### config.mk
export PLATFORM = sky130hd
export DESIGN_NAME = board_led_ctrl_flat
export DESIGN_NICKNAME = d
export VERILOG_FILES = /design/src/rtl/board_led_ctrl_if.sv /design/src/rtl/board_led_ctrl.sv /design/src/flat_wrapper.sv
export SDC_FILE = /design/constraint.sdc
export NUM_CORES = 1
export LEC_CHECK = 0
export CAP_MARGIN = 5
export CORE_ASPECT_RATIO = 1.5
export CORE_MARGIN = 1
export CORE_UTILIZATION = 50
export DETAILED_ROUTE_END_ITERATION = 6
export GPL_TIMING_DRIVEN = 0
export PLACE_DENSITY = 0.7
export SYNTH_ARGS = -nofsm -noshare
export SYNTH_HDL_FRONTEND = slang
export SYNTH_SLANG_ARGS = --single-unit
export TNS_END_PERCENT = 20
### constraint.sdc
create_clock -name clk -period 5.2 [get_ports clk]
set_input_delay 1.04 -clock clk [delete_from_list [all_inputs] [get_ports clk]]
set_output_delay 1.04 -clock clk [all_outputs]
set_load 0.1 [all_outputs]
### src/rtl/board_led_ctrl_if.sv
// board_led_ctrl_if: drop request / result bus between the game FSM and the board store
//   drop_valid, drop_col, player : request from master
//   drop_ready                   : slave can accept a drop
//   placed, placed_row           : token written pulse and its landing row
//   drop_err                     : drop rejected pulse (full or invalid column)
interface board_led_ctrl_if #(
    parameter int ROWS = 6,
    parameter int COLS = 7,
    parameter int RW   = $clog2(ROWS),
    parameter int CW   = $clog2(COLS)
);
    logic          drop_valid;
    logic          drop_ready;
    logic [CW-1:0] drop_col;
    logic          player;
    logic          placed;
    logic [RW-1:0] placed_row;
    logic          drop_err;
    modport master (output drop_valid, drop_col, player, input drop_ready, placed, placed_row, drop_err);
    modport slave  (input drop_valid, drop_col, player, output drop_ready, placed, placed_row, drop_err);
endinterface

### src/rtl/board_led_ctrl.sv
// board_led_ctrl: Connect Four board store with gravity drop and multiplexed red/green LED row scan
//   clk, reset          : clock, asynchronous active-high reset
//   clear               : synchronous new-game pulse
//   bus (slave)         : drop request / placed / drop_err handshake
//   board_full          : all cells occupied
//   disp_row            : row currently driven on the matrix
//   red_row, grn_row    : LED column enables for disp_row
module board_led_ctrl #(
    parameter int ROWS      = 6,
    parameter int COLS      = 7,
    parameter int SCAN_DIV  = 1000,
    parameter int BLINK_DIV = 25000000,
    parameter int RW        = $clog2(ROWS),
    parameter int CW        = $clog2(COLS)
) (
    input  logic            clk,
    input  logic            reset,
    input  logic            clear,
    board_led_ctrl_if.slave bus,
    output logic            board_full,
    output logic [RW-1:0]   disp_row,
    output logic [COLS-1:0] red_row,
    output logic [COLS-1:0] grn_row
);
    localparam int SW = SCAN_DIV > 1 ? $clog2(SCAN_DIV) : 1;
    localparam int BW = BLINK_DIV > 1 ? $clog2(BLINK_DIV) : 1;
    localparam int TW = $clog2(ROWS * COLS + 1);

    typedef enum logic [1:0] {IDLE, SEARCH, CLEAR} state_t;

    state_t                     state;
    logic [ROWS-1:0][COLS-1:0]  occ;
    logic [ROWS-1:0][COLS-1:0]  colr;
    logic [RW-1:0]              srow;
    logic [RW-1:0]              clr_row;
    logic [CW-1:0]              col;
    logic                       ply;
    logic [TW-1:0]              cnt;
    logic [RW-1:0]              last_row;
    logic [CW-1:0]              last_col;
    logic                       last_valid;
    logic [SW-1:0]              scan_cnt;
    logic [BW-1:0]              blink_cnt;
    logic                       blink_phase;
    logic [COLS-1:0]            hide;

    assign bus.drop_ready = state == IDLE && !clear;
    assign board_full     = cnt == TW'(ROWS * COLS);

    // the last-placed cell goes dark during the off half of the blink
    assign hide    = (last_valid && disp_row == last_row && !blink_phase) ? COLS'(1) << last_col : '0;
    assign red_row = occ[disp_row] & ~colr[disp_row] & ~hide;
    assign grn_row = occ[disp_row] & colr[disp_row] & ~hide;

    always_ff @(posedge clk or posedge reset) begin
        if (reset) begin
            state          <= IDLE;
            occ            <= '0;
            colr           <= '0;
            srow           <= '0;
            clr_row        <= '0;
            col            <= '0;
            ply            <= 1'b0;
            cnt            <= '0;
            last_row       <= '0;
            last_col       <= '0;
            last_valid     <= 1'b0;
            bus.placed     <= 1'b0;
            bus.placed_row <= '0;
            bus.drop_err   <= 1'b0;
        end else begin
            bus.placed   <= 1'b0;
            bus.drop_err <= 1'b0;
            if (clear) begin
                state      <= CLEAR;
                clr_row    <= '0;
                cnt        <= '0;
                last_valid <= 1'b0;
            end else begin
                case (state)
                    IDLE: if (bus.drop_valid) begin
                        if (int'(bus.drop_col) < COLS) begin
                            state <= SEARCH;
                            col   <= bus.drop_col;
                            ply   <= bus.player;
                            srow  <= '0;
                        end else begin
                            bus.drop_err <= 1'b1;
                        end
                    end
                    SEARCH: if (!occ[srow][col]) begin
                        occ[srow][col]  <= 1'b1;
                        colr[srow][col] <= ply;
                        bus.placed      <= 1'b1;
                        bus.placed_row  <= srow;
                        last_row        <= srow;
                        last_col        <= col;
                        last_valid      <= 1'b1;
                        cnt             <= cnt + 1'b1;
                        state           <= IDLE;
                    end else if (srow == RW'(ROWS - 1)) begin
                        bus.drop_err <= 1'b1;
                        state        <= IDLE;
                    end else begin
                        srow <= srow + 1'b1;
                    end
                    CLEAR: begin
                        occ[clr_row]  <= '0;
                        colr[clr_row] <= '0;
                        clr_row       <= clr_row + 1'b1;
                        state         <= clr_row == RW'(ROWS - 1) ? IDLE : CLEAR;
                    end
                    default: state <= IDLE;
                endcase
            end
        end
    end

    always_ff @(posedge clk or posedge reset) begin
        if (reset) begin
            scan_cnt    <= '0;
            disp_row    <= '0;
            blink_cnt   <= '0;
            blink_phase <= 1'b0;
        end else begin
            scan_cnt    <= scan_cnt == SW'(SCAN_DIV - 1) ? '0 : scan_cnt + 1'b1;
            blink_cnt   <= blink_cnt == BW'(BLINK_DIV - 1) ? '0 : blink_cnt + 1'b1;
            blink_phase <= blink_cnt == BW'(BLINK_DIV - 1) ? !blink_phase : blink_phase;
            if (scan_cnt == SW'(SCAN_DIV - 1))
                disp_row <= disp_row == RW'(ROWS - 1) ? '0 : disp_row + 1'b1;
        end
    end
endmodule

### src/flat_wrapper.sv
// flat-port wrapper written by rule: the top's interface ports become plain ports
module board_led_ctrl_flat 
#(
    parameter int ROWS      = 6,
    parameter int COLS      = 7,
    parameter int SCAN_DIV  = 1000,
    parameter int BLINK_DIV = 25000000,
    parameter int RW        = $clog2(ROWS),
    parameter int CW        = $clog2(COLS)
)
  (clk, reset, clear, board_full, disp_row, red_row, grn_row, bus_drop_valid, bus_drop_col, bus_player, bus_drop_ready, bus_placed, bus_placed_row, bus_drop_err);
  board_led_ctrl_if #(.ROWS(ROWS), .COLS(COLS), .RW(RW), .CW(CW)) bus_i ();
  input  logic clk;
  input  logic reset;
  input  logic clear;
  output logic board_full;
  output logic [RW-1:0] disp_row;
  output logic [COLS-1:0] red_row;
  output logic [COLS-1:0] grn_row;
  input wire logic [$bits(bus_i.drop_valid)-1:0] bus_drop_valid;
  input wire logic [$bits(bus_i.drop_col)-1:0] bus_drop_col;
  input wire logic [$bits(bus_i.player)-1:0] bus_player;
  output wire logic [$bits(bus_i.drop_ready)-1:0] bus_drop_ready;
  output wire logic [$bits(bus_i.placed)-1:0] bus_placed;
  output wire logic [$bits(bus_i.placed_row)-1:0] bus_placed_row;
  output wire logic [$bits(bus_i.drop_err)-1:0] bus_drop_err;
  assign bus_i.drop_valid = bus_drop_valid;
  assign bus_i.drop_col = bus_drop_col;
  assign bus_i.player = bus_player;
  assign bus_drop_ready = bus_i.drop_ready;
  assign bus_placed = bus_i.placed;
  assign bus_placed_row = bus_i.placed_row;
  assign bus_drop_err = bus_i.drop_err;
  board_led_ctrl #(.ROWS(ROWS), .COLS(COLS), .SCAN_DIV(SCAN_DIV), .BLINK_DIV(BLINK_DIV), .RW(RW), .CW(CW)) u_core (.clk(clk), .reset(reset), .clear(clear), .bus(bus_i), .board_full(board_full), .disp_row(disp_row), .red_row(red_row), .grn_row(grn_row));
endmodule
== Yosys cells after proc, flatten, opt, wreduce, memory -nomap -nowiden ==
Cells that the tools add are included.

* Output and inout port bits: 24
* Bits in registers: 150
* Bits of input ports: 8
* Logic and storage cells: 143

* Shifts and indexed selects: 1
* Reduce and logical (&&, ||, !) cells: 19
* Order comparisons: 8
* Bitwise gates (word level): 12
* $add $sub $neg: 6
* Mux-type cells: 52
* Equality and inequality tests: 18

{| class="wikitable"
|+ Operators by type and width
! operator !! count
|-
| 42-bit case mux with 2 select lines || 2
|-
| 42-bit bitwise AND || 2
|-
| 42-bit two-way mux || 2
|-
| 7-bit binary-select mux with 3-bit select || 3
|-
| 42-bit bitwise mux || 1
|-
| 7-bit demux with 3-bit select || 2
|-
| 7-bit two-way mux || 6
|-
| 42-bit NOT || 1
|-
| 42-bit bitwise OR || 1
|-
| 7-bit bitwise AND || 4
|-
| 25-bit by 1-bit adder with 25-bit output (second input constant) || 1
|-
| 25-bit == test (second input constant) || 1
|-
| 25-bit two-way mux || 1
|-
| 3-bit two-way mux || 7
|-
| 6-bit two-way mux || 3
|-
| 3-bit by 4-bit < comparator with 1-bit output (second input constant) || 4
|-
| 7-bit NOT || 2
|-
| 1-bit two-way mux || 13
|-
| 2-bit two-way mux || 6
|-
| 10-bit by 1-bit adder with 10-bit output (second input constant) || 1
|-
| 10-bit == test (second input constant) || 1
|-
| 10-bit two-way mux || 1
|-
| 2-bit inequality test (second input constant) || 5
|-
| 3-bit by 1-bit adder with 3-bit output (second input constant) || 3
|-
| other kinds (26) || 43
|}

== Depth between registers and ports, before layout ==
* Depth in word-level cells: 9
* Depth in mapped cells: 11
* Mapped depth without buffers: 8

== Worst setup path before layout ==
No wires, ideal clock.

* Path type: register -> output
* From: reg u_core.disp_row[0]
* To: out grn_row[0]
* Path buffers: 3
* Required time: 4.160 ns
* Slack: 0.331 ns
* Arrival time: 3.829 ns
* Stages on the path, launching flop included: 7
* Cell sequence: dfrtp_1 > clkbuf_1 > clkbuf_1 > buf_1 > mux2i_1 > o21ai_0 > nor2b_1

* Cells in the longest elaborated chain, start to end: 6
* Elaborated cells between the ends (all ways): 11
* Those cells by class: eq/ne: 1; mux: 5; bitwise: 3; reduce/logical: 2

{| class="wikitable"
|+ Ends and longest elaborated chain
! item !! line !! source
|-
| start: declaration || board_led_ctrl.sv:21 || <nowiki>output logic [RW-1:0] disp_row,</nowiki>
|-
| start signal: assignment || board_led_ctrl.sv:130 || <nowiki>disp_row <= disp_row == RW'(ROWS - 1) ? '0 : disp_row + 1'b1;</nowiki>
|-
| parallel branches: the longest is 5 deep, another holds 7-bit binary-select mux with 3-bit select || n/a ||
|-
| 7-bit bitwise AND (*) || board_led_ctrl.sv:53 || <nowiki>assign grn_row = occ[disp_row] & colr[disp_row] & ~hide;</nowiki>
|-
| end: declaration || flat_wrapper.sv:19 || <nowiki>output logic [COLS-1:0] grn_row;</nowiki>
|}

Mark *: on every way between the ends. The select of a mux whose other input is x is not followed.

== Final worst setup path ==
* From: reg u_core.disp_row[0]
* To: out grn_row[4]

Same word-level chain as after synthesis.

==> results.yml <==
status:
  status: "finished clean"
logic_synthesis:
  yosys.area.top_type: "dfrtp_1"
  ys_seq_area_share_pct: 47.6
  synth_nets: 827
  syn_area_per_cell_um2: 9.71
  syn_inst: 811
  synth_edf_count: 0
  ys.flop_type: "dfrtp_1"
  synth-async-reset-ratio_pct: 100
  synth_cell_types: 56
  synthTopCellsByArea: "dfrtp_1 48%, mux2i_1 7.4%, nand2_1 7.3%"
  synth_top_cell_area_share_pct: 47.6
  yosysMostFrequentCell: "nand2_1"
  ys_seq_elements: 150
  ys_warn_count: 0
  synth_common_cells: "154 x nand2_1, 150 x dfrtp_1, 58 x mux2i_1, 54 x nor2_1, 37 x nand4_1"
  syn-cell-area_um2: 7880
grt:
  grt_pass1_vias: 6789
  use_met1_pct: 35.5
  antenna_found_initial: 0
  met2_usage_pct: 51.7
  met3_usage_pct: 6.02
  grt-ovfl-total: 0
  grt_pass1_wl_mm: 37.6
  grt_max_degree: 99
  grt_usage_pct: 30.6
  busiest_layer: "met2"
timing:
  tightest_slew_ns: 1.14
  hold_viol: 0
  relSlewSlack_pct: 23.5
  setup_viol: 0
  fin_crit_sh_pct: 96.5
  fin_crit_ns: 5.02
  hold_ws_ns: 0.481
  fin_skew_ns: 0.00935
  finalSetupTns_ns: 0
  rsz0062_at_grt: "false"
  max_freq_mhz: 199
  timing.final.max_slew_violations: 0
setup_path:
  crit_start: "u_core.disp_row[0]"
  worstReg2RegStart: "u_core.srow[0]"
  worstPathRequired_ns: 4.16
  worstPathMaxFanout: 10
  critPathKind: "flip-flop to output pin"
  worstSetupEndpointType: "output pin"
  arrival_ns: 3.98
  critPathLaunchType: "flip-flop"
floorplan:
  dieHeight_um: 156
  core_um2: 15200
  die_width_um: 104
  die-area_um2: 16300
  start_util_pct: 51.8
  ioPinCount: 32
  core.rowCount: 55
clocking:
  cts_tree: "done"
  ctsHoldBuffers: 0
  clockBufferDepth: 2
  cts-root-buf: "clkbuf_16"
  clk_pin_slew_ns: 0.06
  post_cts_buffers: 0
  cts_resized: 23
  worstSkewPairLatency_ns: 0.43
  cts_buffers: 17
  h-tree-depth: 4
  cts_sinks: 150
drt:
  routed-via-count: 6674
  drt-total-wl_mm: 23.7
  drtPass1Iterations: 5
  wire_per_inst_um: 22.0
  vias_per_cell: 6.21
  drcViolationCount: 0
  drt-initial-drc-count: 642
  drtAntennaViolNets: 0
worst_hold_path:
  min-delay-start: "u_core.scan_cnt[0]"
  min_path_type: "flip-flop to flip-flop"
run:
  drv_cap: 0
power_and_ir_drop:
  max-vdd-ir-drop_uv: 188
  pwr_density_cell_nw_per_um2: 348
  leakage_nw: 4.18
  power_mw: 3.14
layout:
  syn_to_final_growth_pct: 14.5
  fin_util_pct: 59.3
  antenna_cells: 0
  fin_area_um2: 9020
  final_layout_size_suffix_gt1_share_pct: 9.94
  fin_nets: 878
place:
  gp_congestion: 0.970
  io_buffers: 31
  dp_hpwl_mm: 17.3
  place_area_um2: 8470
flip-flops by register name, indices dropped and copies added, names as in the netlist, 6 cells and up:
register          flops
u_core.blink_cnt     25
u_core.occ           42
u_core.colr          42
u_core.cnt            6
u_core.scan_cnt      10
metal layers:
layer / vias up / routed length [um]
met4: 0 / 1440
li1: 2982 / -
met1: 3280 / 8830
met5: - / 0
met2: 311 / 11800
met3: 101 / 1580
worst max-delay path, cell delays in order, from the launching register on:
cell and delay, ns:
dfrtp_1 0.35, clkbuf_1 0.41, clkbuf_1 0.69, clkdlybuf4s15_1 0.80, mux2i_1 0.16, nor2_1 0.12, a21oi_1 0.07, nor2b_1 0.13
clkdlybuf4s15_1 0.83
layout by cell type, fill, tap and decap left out, types with 14 or more instances in the layout:
cell and count:
a21oi_1 23, clkbuf_1 36, clkbuf_16 17, clkdlybuf4s50_1 17, dfrtp_1 150, inv_1 14, mux2i_1 58, mux4_2 14
nand2_1 154, nand3_1 30, nand4_1 37, nor2_1 54, nor2b_1 16, nor3_1 14, o21ai_0 34, xor2_1 21
report_power, final:
group / switching (mW) / total [mW] / internal (mW)
Combinational: 0.467 / 0.633 / 0.167
Sequential: 0.0555 / 1.27 / 1.21
Clock: 0.516 / 1.24 / 0.725
Total: 1.04 / 3.14 / 2.10
cell type report:
type	instances	area (um2)
Tap cell	199	249
Sequential cell	150	3750
Clock buffer	19	443
Clock inverter	13	145
Fill cell	1306	6190
Buffer	51	230
Timing Repair Buffer	32	292
Multi-Input combinational cell	594	3840
Inverter	16	65.1
cells by family after synthesis:
family                   after synthesis  synth area share, %
multiplexers                          83                 12.9
buffers and inverters                 67                 3.61
flip-flops                           150                 47.6
AO/OA/AOI/OAI                        109                 8.91
XOR/XNOR                              33                 3.67
adder cells (fa/ha/maj)                8                 1.27
AND/OR/NAND/NOR                      361                 22.0
per-stage QoR:
stage               std cells  setup WS (ns)
global placement         1041          -1.85
finish                   1074          0.179
detailed placement       1042          0.102
global route             1074        0.00449
CTS                      1074        0.00133
floorplan                 811          0.124
final timing paths:
path | to | slack, ns | cells after the start
worst max register to register | u_core.colr[36] | 1.64 | 9
worst max-delay path | grn_row[4] | 0.18 | 8
max in group asynchronous | u_core.occ[14] | 3.31 | 3
min in group asynchronous | u_core.blink_cnt[24] | 1.04 | 2
worst min-delay path | u_core.scan_cnt[0] | 0.48 | 1
worst min register to register | u_core.scan_cnt[0] | 0.48 | 1
No activity file was read; power rests on OpenSTA's default activity.
==> patch 1, RTL diff (same settings) <==
Put a register stage on the output `red_row`, with the module's reset. The value now appears one clock later. The other outputs are not delayed to match.
--- a/src/rtl/board_led_ctrl.sv
+++ b/src/rtl/board_led_ctrl.sv
@@ -49,7 +49,13 @@
 
     // the last-placed cell goes dark during the off half of the blink
     assign hide    = (last_valid && disp_row == last_row && !blink_phase) ? COLS'(1) << last_col : '0;
-    assign red_row = occ[disp_row] & ~colr[disp_row] & ~hide;
+    always_ff @(posedge clk or posedge reset) begin
+        if (reset) begin
+            red_row <= '0;
+        end else begin
+            red_row <= occ[disp_row] & ~colr[disp_row] & ~hide;
+        end
+    end
     assign grn_row = occ[disp_row] & colr[disp_row] & ~hide;
 
     always_ff @(posedge clk or posedge reset) begin
Formal check against the unedited RTL: not equivalent (a bounded check fails within 4 cycles, from zero or initial values and one cycle with reset high).
==> patch 1 against the unedited design <==
- worst setup slack better by 0.082 ns
- area after synthesis up 2.1%
- sequential cell count up 7
- register-to-register slack better by 0.15 ns
- clock power down 4%
- power down 1.4%
- final area up 2.3%
- synthesized cell count down 0.62%
- hold slack worse by 0.024 ns
- wire length down 1.6%
- largest cell class is now sequential cells
- largest power group unchanged
==> patch 1: results (changes against the unedited design) <==
[outcome]
run_status = finished, final reports clean

[placement]
dp_hpwl_mm = 17.23  ; -0.16%
place_congestion = 0.9950  ; +2.6%
post-place-ws_ns = 0.06972  ; -0.03217 ns
io_buffers = 30  ; -3.2%
post_dp_cell_area_sq_um = 8663  ; +2.3%

[grt]
use_met1_pct = 34.74  ; -0.80 points
track_usage_pct = 30.26  ; -0.38 points
grt_pass1_wl_mm = 37.16  ; -1.1%
met3_usage_pct = 5.714  ; -0.30 points
grt_max_degree = 45  ; -55%
grt_pass1_vias = 6849  ; +0.88%

[final_layout]
sh_seq_area_pct = 42.60  ; +0.97 points
inv_count = 18  ; +2
drive_gt1_share_pct = 11.71  ; +1.8 points
n_all_buffers = 75  ; -9.6%
clock_cell_area_share_pct = 6.119  ; -0.40 points
multi_input_area_share_pct = 41.91  ; -0.68 points
fillerInstances = 1379  ; +5.6%
multi_input_cells = 589  ; -0.84%

[synth]
syn_area_per_cell_sq_um = 9.982  ; +2.8%
ys_types = 60  ; +7.1%
synth-seq-area-share_pct = 48.83  ; +1.2 points
syn_nets = 822  ; -0.60%

[sta]
slew_headroom_pct = 32.99  ; +9.5 points
hold_ws_ns = 0.4570  ; -0.02364 ns

[power_and_ir_drop]
power_mw = 3.096  ; -1.4%
p_sw_mw = 1.016  ; -2.1%
ir_drop_v = 0.0002033  ; +8.2%
pwr_density_cell_nw_per_um2 = 335.7  ; -3.6%
p_leak_nw = 4.157  ; -0.49%

[drt]
drt_iter0_drc = 580  ; -9.7%
drt-met1-wl_mm = 8.743  ; -0.94%
vias = 6616  ; -0.87%
wl_met3_mm = 1.325  ; -16%
totalWireLength_mm = 23.28  ; -1.6%
viasPerCell = 6.160  ; -0.87%
wl_met2_mm = 11.40  ; -3.5%

[setup_path]
crit_arrival_ns = 3.90  ; -0.08 ns
r2r_slack_ns = 1.79  ; +0.15 ns
r2r_start = u_core.srow[2]

[worst_hold_path]
whs_endpoint = u_core.blink_phase
hp-start = u_core.blink_phase

[floorplan]
die-width_um = 105.6  ; +1.0%

==> patch 1: cell types whose count changed after synthesis, moves of 13 or more <==
cell | before | now
a21o_1 | 5 | 18
mux2i_1 | 58 | 28
nand2_1 | 154 | 124
nand4_1 | 37 | 12
==> patch 1: logic make-up after synthesis <==
kind of cell,after synthesis,synth area share (%)
AO/OA/AOI/OAI,162,13.34
XOR/XNOR,37,4.028
adder cells (fa/ha/maj),8,1.244
buffers and inverters,60,3.204
flip-flops,157,48.83
multiplexers,59,9.922
AND/OR/NAND/NOR,323,19.42
==> patch 1: power groups by stage <==
stage / sequential (mW) / combinational, mW / clock, mW
floorplan: 1.30 / 0.397 / 0
global placement: 1.31 / 0.587 / 0
detailed placement: 1.31 / 0.602 / 0
CTS: 1.29 / 0.604 / 1.21
global route: 1.29 / 0.660 / 1.25
finish: 1.29 / 0.619 / 1.19
==> patch 1: worst max-delay path by stage <==
stage / from / endpoint / slack, ns / cells past startpoint
finish: u_core.disp_row[0] / grn_row[5] / 0.26 / 7
floorplan: u_core.disp_row[0] / grn_row[4] / 0.22 / 8
CTS: u_core.disp_row[0] / grn_row[0] / 0.02 / 7
global route: u_core.disp_row[0] / grn_row[6] / 0.05 / 9
global placement: u_core.disp_row[0] / grn_row[1] / 0.14 / 8
detailed placement: u_core.disp_row[0] / grn_row[2] / 0.07 / 7
==> patch 1: worst max-delay path: stages, from the launching register on <==
cell           delay [ns]
dfrtp_1              0.36
clkbuf_1             0.58
clkbuf_2             0.50
buf_1                0.56
a31oi_1              0.20
o22ai_1              0.23
and2_1               0.17
dlygate4sd2_1        0.85
==> patch 1: what timing repair did <==
item / CTS / global route
setup endpoints to repair: 7 / 5
resized for setup: 6 / 8
setup buffers: 0 / 0
==> patch 2, RTL diff (same flow settings) <==
Without the edit above. `ROWS` is set to 6 in 3 places; all go to 3.
--- a/src/rtl/board_led_ctrl_if.sv
+++ b/src/rtl/board_led_ctrl_if.sv
@@ -4,7 +4,7 @@
 //   placed, placed_row           : token written pulse and its landing row
 //   drop_err                     : drop rejected pulse (full or invalid column)
 interface board_led_ctrl_if #(
-    parameter int ROWS = 6,
+    parameter int ROWS = 3,
     parameter int COLS = 7,
     parameter int RW   = $clog2(ROWS),
     parameter int CW   = $clog2(COLS)
--- a/src/rtl/board_led_ctrl.sv
+++ b/src/rtl/board_led_ctrl.sv
@@ -6,7 +6,7 @@
 //   disp_row            : row currently driven on the matrix
 //   red_row, grn_row    : LED column enables for disp_row
 module board_led_ctrl #(
-    parameter int ROWS      = 6,
+    parameter int ROWS      = 3,
     parameter int COLS      = 7,
     parameter int SCAN_DIV  = 1000,
     parameter int BLINK_DIV = 25000000,
--- a/src/flat_wrapper.sv
+++ b/src/flat_wrapper.sv
@@ -1,7 +1,7 @@
 // flat-port wrapper written by rule: the top's interface ports become plain ports
 module board_led_ctrl_flat 
 #(
-    parameter int ROWS      = 6,
+    parameter int ROWS      = 3,
     parameter int COLS      = 7,
     parameter int SCAN_DIV  = 1000,
     parameter int BLINK_DIV = 25000000,
Ports: changed (resized bus_placed_row and disp_row); port bits go from 32 to 30. The function was not compared with the original's and may differ.
==> patch 2 against the unedited design <==
- synthesized cell count is 30% lower
- count of clock-buffer cells in the layout down 6
- sequential cell count down 47
- critical endpoint is now red_row[5]
- worst setup slack improved by 0.26 ns
- sequential share of layout area fell by 0.45 points
- die area down 30%
- area after synthesis down 30%
- wire length shrank 42%
- clock skew barely moved
- largest power group unchanged
- critical path type unchanged
- combinational power decreased by 2%
- power down 29%
- cell count is 30% lower
- final area fell by 31%
==> patch 2: results (changes against the unedited design) <==
[synth]
synth_adder_area_share_pct = 2.275  ; +1.0 points
syn_nets = 585  ; -29%
syn_area_per_cell_sq_um = 9.701  ; -0.13%
async_flop_share_pct = 100.0  ; unchanged
synthTopCellsByArea = dfrtp_1 (47%), mux2i_1 (6.2%), nor2_1 (4.8%), nand2_1 (3.8%), xor2_1 (3.0%)
synth_compound_area_share_pct = 11.92  ; +3.0 points
synthMuxAreaShare_pct = 8.030  ; -4.9 points
ys_types = 53  ; -5.4%
synthFlopType = dfrtp_1
synth-xor-area-share_pct = 5.414  ; +1.7 points
ys_top_cells_by_count = dfrtp_1 (103), nor2_1 (70), nand2_1 (55), mux2i_1 (34)
ys_warn_count = 0  ; unchanged
synth-seq-area-share_pct = 46.86  ; -0.79 points

[placement]
place_congestion = 0.9308  ; -4.0%
dp_hpwl_mm = 10.09  ; -42%
io_buffers = 28  ; -9.7%
post_dp_cell_area_sq_um = 5991  ; -29%
dp_cells = 740  ; -29%
post-place-ws_ns = 0.8517  ; +0.7498 ns

[grt]
grt_pass1_vias = 4541  ; -33%
grt_pass1_wl_mm = 22.69  ; -40%
grt_max_degree = 71  ; -28%
grt_antenna_before_repair = 0  ; unchanged
track_usage_pct = 26.39  ; -4.3 points

[setup_path]
cp_slowest_cell = clkdlybuf4s50_1
crit_arrival_ns = 3.72  ; -0.26 ns
crit_fanout = 10  ; unchanged
slowest_delay_ns = 1.13  ; +0.30 ns

[outcome]
run_status = finished, final reports clean

[power_and_ir_drop]
pwr-share-seq_pct = 44.2  ; +3.9 points
p_clk_share_pct = 28.0  ; -12 points
p_leak_nw = 2.640  ; -37%
power_mw = 2.238  ; -29%
p_sw_mw = 0.7920  ; -24%
ir_drop_v = 0.0001550  ; -18%

[clock_tree]
htreeDepth = 3  ; -1
path_clk_slew_ns = 0.07
max-clock-path-buffers = 2  ; unchanged
cts_buffers = 9  ; -8
ctsRootBufferMaster = clkbuf_16
cts_resized = 0  ; -100%
postCtsSetupBuffers = 0  ; unchanged
insertion_delay_ns = 0.35  ; -0.08 ns

[drt]
drt_iter0_drc = 258  ; -60%
viasPerCell = 5.835  ; -6.1%
drt_first_pass_iters = 4  ; -1
wl_per_cell_um = 18.21  ; -17%

[sta]
worst_pin_slew_ns = 0.9915  ; -0.1473 ns
fin_skew_ns = 0.009673  ; +0.0003215 ns

[final_layout]
n_antenna_cell = 0  ; unchanged
largest_registers = u_core.blink_cnt x25, u_core.colr x21, u_core.occ x21
drive_gt1_share_pct = 7.026  ; -2.9 points
fillerInstances = 938  ; -28%
fin_nets = 625  ; -29%
final_cell_count_no_fill = 756  ; -30%

[worst_hold_path]
hold_class = register to register

patch 2: cell count changes after synthesis, moves of 8 or more:
| cell | delta |
|---|---|
| and3_1 | -10 |
| clkbuf_1 | -19 |
| dfrtp_1 | -47 |
| mux2i_1 | -24 |
| mux4_2 | -13 |
| nand2_1 | -99 |
| nand3_1 | -8 |
| nand4_1 | -26 |
| nor2_1 | +16 |
| o21a_1 | +20 |
| o21ai_0 | -12 |
patch 2: worst paths after layout:
| path | end | slack (ns) | from | cells past startpoint |
|---|---|---|---|---|
| max in group asynchronous | u_core.blink_cnt[9] | 3.45 | reset | 3 |
| setup / recovery | red_row[5] | 0.44 | u_core.disp_row[1] | 6 |
| hold reg to reg | u_core.scan_cnt[0] | 0.46 | u_core.scan_cnt[0] | 1 |
| hold / removal | u_core.scan_cnt[0] | 0.46 | u_core.scan_cnt[0] | 1 |
| min in group asynchronous | u_core.occ[19] | 1.06 | reset | 2 |
| setup reg to reg | u_core.colr[1] | 2.23 | u_core.col[2] | 7 |
patch 2: area by class of cell:
type                            instances  area [sq um]  share of cell area (%)
Inverter                               17         66.31                   1.059
Clock buffer                           13         250.2                   3.998
Buffer                                 26         127.6                   2.039
Clock inverter                          3         18.77                  0.2998
Sequential cell                       103          2577                   41.18
Timing Repair Buffer                   29         307.8                   4.917
Multi-Input combinational cell        421          2731                   43.63
Tap cell                              144         180.2                   2.878
patch 2: per-layer routing:
| metal | vias up | part of all wire, % | global-route usage, % |
|---|---|---|---|
| li1 | 2079 | - | - |
| met1 | 2160 | 40 | 30.75 |
| met2 | 118 | 50 | 44.58 |
| met3 | 54 | 3.7 | 4.334 |
| met4 | 0 | 6.0 | 17.45 |
| met5 | - | 0 | 0 |
